File: src/rtl/mac_dot_sequencer.sv
// mac_dot_sequencer
// Controller sitting in front of one MAC accumulator. It accepts a dot-product
// command of length N and clears the MAC. It then streams N operand pairs into
// the MAC and flushes the MAC's two-stage multiply/accumulate pipe. Finally it
// captures the total and the sticky overflow flag into a valid/ready result port.
//
// MAC contract assumed here: while run=1 the MAC registers in1*in2 and adds
// the previously registered product to its total. While run=0 both stages
// hold. So the last product only reaches the total after one extra run cycle
// with zero operands (FLUSH), and the total is readable the cycle after that
// (CAPTURE).
module mac_dot_sequencer #(
  parameter int DATA_WIDTH  = 16,
  parameter int ACCUM_WIDTH = 2 * DATA_WIDTH,
  parameter int LEN_W       = 8
) (
  input  logic                   clk,
  input  logic                   rst_n,
  // command port
  input  logic                   cmd_valid,
  output logic                   cmd_ready,
  input  logic [LEN_W-1:0]       cmd_len,
  input  logic                   abort,
  // operand stream
  input  logic                   op_valid,
  output logic                   op_ready,
  input  logic [DATA_WIDTH-1:0]  op_a,
  input  logic [DATA_WIDTH-1:0]  op_b,
  // attached MAC
  output logic                   mac_clr,
  output logic                   mac_run,
  output logic [DATA_WIDTH-1:0]  mac_in1,
  output logic [DATA_WIDTH-1:0]  mac_in2,
  input  logic [ACCUM_WIDTH-1:0] mac_total,
  input  logic                   mac_err,
  // result port
  output logic                   res_valid,
  input  logic                   res_ready,
  output logic [ACCUM_WIDTH-1:0] res_data,
  output logic                   res_err,
  // status
  output logic                   busy
);

  typedef enum logic [2:0] {
    S_IDLE    = 3'd0,
    S_CLEAR   = 3'd1,
    S_FEED    = 3'd2,
    S_FLUSH   = 3'd3,
    S_CAPTURE = 3'd4,
    S_RESULT  = 3'd5
  } state_t;

  localparam logic [LEN_W-1:0] LEN_ZERO = '0;
  localparam logic [LEN_W-1:0] LEN_ONE  = {{(LEN_W-1){1'b0}}, 1'b1};

  state_t                 state_q, state_d;
  logic [LEN_W-1:0]       remaining_q, remaining_d;
  logic [ACCUM_WIDTH-1:0] res_data_q, res_data_d;
  logic                   res_err_q, res_err_d;

  // State, remaining-pair count and captured result registers.
  always_ff @(posedge clk or negedge rst_n) begin
    if (!rst_n) begin
      state_q     <= S_IDLE;
      remaining_q <= LEN_ZERO;
      res_data_q  <= '0;
      res_err_q   <= 1'b0;
    end else begin
      state_q     <= state_d;
      remaining_q <= remaining_d;
      res_data_q  <= res_data_d;
      res_err_q   <= res_err_d;
    end
  end

  // Next-state and output decode; abort is applied last so it overrides everything.
  always_comb begin
    state_d     = state_q;
    remaining_d = remaining_q;
    res_data_d  = res_data_q;
    res_err_d   = res_err_q;
    cmd_ready   = 1'b0;
    op_ready    = 1'b0;
    mac_clr     = 1'b0;
    mac_run     = 1'b0;
    mac_in1     = '0;
    mac_in2     = '0;
    res_valid   = 1'b0;

    case (state_q)
      S_IDLE: begin
        cmd_ready = 1'b1;
        if (cmd_valid) begin
          remaining_d = cmd_len;
          state_d     = S_CLEAR;
        end
      end

      S_CLEAR: begin
        // Zero the MAC total, product stage and sticky error before the job.
        mac_clr = 1'b1;
        state_d = (remaining_q != LEN_ZERO) ? S_FEED : S_FLUSH;
      end

      S_FEED: begin
        // run follows op_valid so a stall freezes the MAC pipe rather than
        // pushing a zero product through it.
        op_ready = 1'b1;
        if (op_valid) begin
          mac_run     = 1'b1;
          mac_in1     = op_a;
          mac_in2     = op_b;
          remaining_d = remaining_q - LEN_ONE;
          if (remaining_q == LEN_ONE) begin
            state_d = S_FLUSH;
          end
        end
      end

      S_FLUSH: begin
        // One run with zero operands moves the last registered product into the total.
        mac_run = 1'b1;
        state_d = S_CAPTURE;
      end

      S_CAPTURE: begin
        res_data_d = mac_total;
        res_err_d  = mac_err;
        state_d    = S_RESULT;
      end

      S_RESULT: begin
        res_valid = 1'b1;
        if (res_ready) begin
          state_d = S_IDLE;
        end
      end

      default: begin
        state_d = S_IDLE;
      end
    endcase

    // Abort drops the job wherever it is: reset the MAC, discard any result.
    if (abort && (state_q != S_IDLE)) begin
      state_d     = S_IDLE;
      remaining_d = LEN_ZERO;
      res_data_d  = '0;
      res_err_d   = 1'b0;
      mac_clr     = 1'b1;
      mac_run     = 1'b0;
      mac_in1     = '0;
      mac_in2     = '0;
      op_ready    = 1'b0;
      res_valid   = 1'b0;
    end
  end

  assign res_data = res_data_q;
  assign res_err  = res_err_q;
  assign busy     = (state_q != S_IDLE);

endmodule

File: config.mk
export PLATFORM = sky130hd
export DESIGN_NAME = mac_dot_sequencer
export DESIGN_NICKNAME = d
export VERILOG_FILES = /design/src/rtl/mac_dot_sequencer.sv
export SDC_FILE = /design/constraint.sdc
export NUM_CORES = 1
export LEC_CHECK = 0
export CORE_ASPECT_RATIO = 1.75
export CORE_MARGIN = 5
export CORE_UTILIZATION = 33
export CTS_BUF_LIST = sky130_fd_sc_hd__clkbuf_2 sky130_fd_sc_hd__clkbuf_4 sky130_fd_sc_hd__clkbuf_8
export CTS_CLUSTER_DIAMETER = 60
export DETAILED_ROUTE_END_ITERATION = 12
export GPL_TIMING_DRIVEN = 0
export PLACE_DENSITY = 0.77
export SETUP_SLACK_MARGIN = 0.02
export SLEW_MARGIN = 20
export SYNTH_ARGS = -nofsm -noshare
export SYNTH_HDL_FRONTEND = slang
export SYNTH_SLANG_ARGS = --single-unit
File: constraint.sdc
create_clock -name clk -period 2 [get_ports clk]
set_clock_uncertainty 0.15 [all_clocks]
set_input_delay 0.4 -clock clk [delete_from_list [all_inputs] [get_ports clk]]
set_output_delay 0.4 -clock clk [all_outputs]
set_load 0.02 [all_outputs]
# After elaboration in Yosys (flattened, before gate mapping)
# Index checks and enable logic that the tools add are counted.
# totals
register_bits	44
in_bits	79
output_inout_bits	71
# classes
n_addsub	1
n_eq_ne	10
mux	31
n_reduce_logical	8
# ops
operator	n
2-to-1 mux 16 bit	6
2-to-1 mux 32 bit	2
2-to-1 mux 8 bit	3
one-hot mux 3 bit (6 select lines)	1
one-hot mux 8 bit (2 select lines)	1
2-to-1 mux 3 bit	5
2-to-1 mux 1 bit	12
inequality test 3 bit (second input constant)	4
equality test 8 x 1 -> 1 bit (second input constant)	1
nonzero test 8 bit	1
subtractor 8 x 1 -> 8 bit (second input constant)	1
equality test 3 x 2 -> 1 bit (second input constant)	2
equality test 3 bit (second input constant)	2
nonzero test 3 bit	2
AND reduction 4 bit	1
equality test 3 x 1 -> 1 bit (second input constant)	1
logical NOT 3 bit	1
AND reduction 3 bit	1
one-hot mux 1 bit (2 select lines)	1
nonzero test 2 bit	1
logical AND 1 bit	1

# Logic depth before layout (Yosys ltp)
# depth
ltp_word	5
ltp_mapped	6
mapped_depth_nobuf	6

# Least setup slack after synthesis
# No wires, ideal clock.
# synth_path
path_type	register to output
startpoint	register state_q[2]
endpoint	output mac_in1[0]
arrival_time_ps	1558
slack_ps	-108
stages_incl_launch_ff	6
path_cell_list	dfrtp_1 -> buf_4 -> or3b_1 -> nor3b_2 -> buf_2 -> and2_1
# synth_between
elab_chain_len	3
word_cells_on_any_way	5
# synth_rtl
element	line	text
from (decl)	57	state_t state_q, state_d;
from (signal assigned)	70	state_q <= state_d;
equality test 3 x 2 -> 1 bit / nonzero test 3 bit (equally long branches)	91, 146	
2-to-1 mux 16 bit / logical AND 1 bit (equally long branches)	91, 146	
2-to-1 mux 16 bit (*)	146	if (abort && (state_q != S_IDLE)) begin
to (decl)	32	output logic [DATA_WIDTH-1:0] mac_in1,
# Every way passes the cells marked *; elsewhere a longest branch is shown, timed or not.

# Final worst setup path
# layout_path
startpoint	register state_q[2]
endpoint	output mac_in1[10]
# Same word-level chain as after synthesis.

==> impl_metrics.env <==
export IMPL_nets=462
export IMPL_crit_chain="buf_6 -> or3b_4 -> nor3b_4 -> buf_4 -> buf_6 -> and2_4 -> buf_6"
export IMPL_drt_iter0_markers=52
export IMPL_crit_type="flip-flop to output pin"
export IMPL_vias=2315
export IMPL_dr_pass1_iters=4
export IMPL_finalCriticalPeriod_ps=2510
export IMPL_intPower_mw=2.68
export IMPL_cts_sinks=44
export IMPL_power_frac_clock_pct=16.1
export IMPL_peakVddDrop_v=0.000664
export IMPL_setup_viol=37
export IMPL_area_growth_pct=96.8
export IMPL_p_comb_share_pct=54.5
export IMPL_drive_above_1_share_pct=34.9
export IMPL_wirelength_um=7820
export IMPL_portBuffers=148
export IMPL_gp_congestion=0.786
export IMPL_cp_slowest_stage_delay_ps=400
export IMPL_dp_hpwl_um=5960
export IMPL_insertion_delay_ps=300
export IMPL_arrival_ps=1960
export IMPL_regArea_um2=1100
export IMPL_crit_top_cell="buf_6"
export IMPL_htree_levels=2
export IMPL_synth_area_um2=2210
export IMPL_syn_inst=205
export IMPL_swShare_pct=38.3
export IMPL_top_layer_used="met4"
export IMPL_cp_max_fo=10
export IMPL_viasPerCell=5.00
export IMPL_tightest_slew_ps=664
export IMPL_rsz0062_at_grt="true"
export IMPL_max_freq_mhz=398
export IMPL_worstSetupEndpointType="output pin"
export IMPL_initial_core_util_pct=33.8
export IMPL_startpoint_type="flip-flop"
export IMPL_slew_headroom_pct=55.3
export IMPL_ios=150
export IMPL_seqPwrFrac_pct=29.5
export IMPL_place_ws_ps=-746
export IMPL_cts_max_path_buffers=2
export IMPL_antenna_cells=0
export IMPL_synth_nets=287
export IMPL_violations="negative setup slack"
export IMPL_p_sw_mw=1.67
export IMPL_remaining_drc_errors=0
export IMPL_cts_root_buf="clkbuf_8"
export IMPL_avgSynthCellArea_um2=10.8
export IMPL_min_period_over_period_pct=126
export IMPL_grt_pass1_wl_um=12000
export IMPL_outcome="finished with violations"
export IMPL_pwr_density_cell_nw_per_um2=1000
export IMPL_total_power_mw=4.35
export IMPL_design_core_area_um2=6540
export IMPL_numCtsBuffers=5
export IMPL_route_met2_wl_um=4160
export IMPL_die_area_um2=8500
export IMPL_wl_per_cell_um=16.9
export IMPL_ys_ff_latch=44
export IMPL_final_core_util_pct=66.5
export IMPL_met3_length_um=761
export IMPL_holdWs_ps=162
export IMPL_grt_pass1_vias=2419
export IMPL_grt_usage_pct=17.8
export IMPL_m1WireLength_um=2800
export IMPL_hp_class="input pin to flip-flop"
export IMPL_cts_clk_slew_worst_paths_ps=90
export IMPL_slowest_stage="dfrtp_1"
export IMPL_setup_tns_ps=-16200
export IMPL_maxSlewViolCount=0
export IMPL_setup_slack_ps=-512
export IMPL_grt_antenna_before_repair=0
export IMPL_fp_dieH_um=118
export IMPL_fill_cells=500
export IMPL_seq_area_frac_synth_pct=49.8
export IMPL_synth_distinct_cells=34
export IMPL_postRouteAntennaNets=0
export IMPL_critical_path_required_ps=1450
export IMPL_power_leakage_nw=1.97
export IMPL_die_w_um=71.9
export IMPL_cts_tree="done"
export IMPL_hold_viol=0
export IMPL_synth_warnings=0
export IMPL_multi_input_area_um2=1150
export IMPL_grt_ovfl_total=0
export IMPL_maxCapViolCount=0
export IMPL_grt_max_degree=30
export IMPL_num_rows=39
-- worst paths after layout --
path | startpoint | endpoint | slack, ps | cells past startpoint
setup / recovery | state_q[2] | mac_in1[10] | -510 | 7
hold / removal | abort | state_q[1] | 160 | 2
setup reg to reg | state_q[2] | remaining_q[7] | -30 | 7
hold reg to reg | res_data[16] | res_data[16] | 360 | 1
max in group asynchronous | rst_n | res_data[18] | 820 | 3
min in group asynchronous | rst_n | remaining_q[6] | 390 | 2
-- repair_timing --
action	CTS	global route
resized for setup	253	28
endpoints found under the setup margin	41	51
hold endpoints to repair	15	0
hold buffers	1	0
cloned	1	1
pin swaps	12	8
setup buffers	8	11
-- registers in the layout, indices dropped and copies added (netlist names) --
| signal | count |
|---|---|
| remaining_q | 8 |
| state_q | 3 |
| res_err | 1 |
| res_data | 32 |
-- cell families after synthesis --
group,after synthesis,share of synthesized area [%]
compound gates,64,21.9
simple gates,65,18.1
fa+ha+maj,3,1.70
buf+inv,23,5.78
flops,44,49.8
xor+xnor,1,0.396
mux,5,2.32
-- cell usage in the layout (no fill, tap or decap), types with 6 or more instances in the layout --
cell type | synthesis | final
and2_4 | 0 | 15
a21oi_1 | 9 | 7
clkdlybuf4s50_1 | 0 | 109
and2_2 | 0 | 16
o31ai_1 | 6 | 6
inv_1 | 7 | 7
dfrtp_1 | 44 | 43
a22o_1 | 33 | 33
nor2_1 | 11 | 10
buf_4 | 4 | 18
buf_6 | 2 | 47
-- worst max-delay path, delay by kind of cell (launching register included) --
family,cells,cell delay [ps]
buffers and inverters,4,490
DFF,1,400
and+or+nand+nor,3,760
-- cells in the mapped netlist, drive strengths merged --
master  count  area (um2)
inv         8        30.0
o31ai       6        45.0
and2       32         200
o21ai       6        30.0
nor2       12        47.6
buf        15        97.6
a22o       33         289
o22ai       1        6.26
nor3b       3        32.5
nor2b       1        6.26
xnor2       1        8.76
a32oi       2        17.5
nor4        3        25.0
nor3        8        40.0
dfrtp      44        1100
mux2i       4        40.0
a21oi       9        45.0
mux2        1        11.3
a31oi       2        12.5
or2         1        6.26
a41oi       1        8.76
ha          3        37.5
a22oi       3        22.5
or3b        1        8.76
nand2b      3        18.8
or4b        1        13.8
a211oi      1        7.51
-- layout make-up --
class | instances | share of cell area [%]
plain buffers | 12 | 2.33
clock buffers | 5 | 1.58
clock inverters | 3 | 1.06
inverters | 8 | 0.748
multi-input cells | 138 | 26.6
flip-flops and latches | 44 | 25.4
well taps | 82 | 2.36
repair buffers | 171 | 40.0
-- power by group through the flow --
stage,Combinational (mW),Clock (mW),Sequential (mW)
3_3_place_gp,1.95,0,1.29
3_5_place_dp,1.98,0,1.30
5_1_grt,2.54,0.755,1.32
6_report,2.37,0.699,1.28
2_1_floorplan,1.02,0,1.42
4_1_cts,2.15,0.710,1.28
-- metrics by stage --
stage               cells  instance area, um2
CTS                   453                4180
global route          463                4350
detailed placement    436                3870
finish                463                4350
floorplan             205                2270
global placement      435                3850
-- per-layer routing --
metal | up-vias | track usage (%)
met5 | - | 0
met4 | 0 | 6.00
met3 | 6 | 5.35
met2 | 130 | 32.9
met1 | 1085 | 18.4
li1 | 1094 | -
No activity file was read; power rests on OpenSTA's default activity.
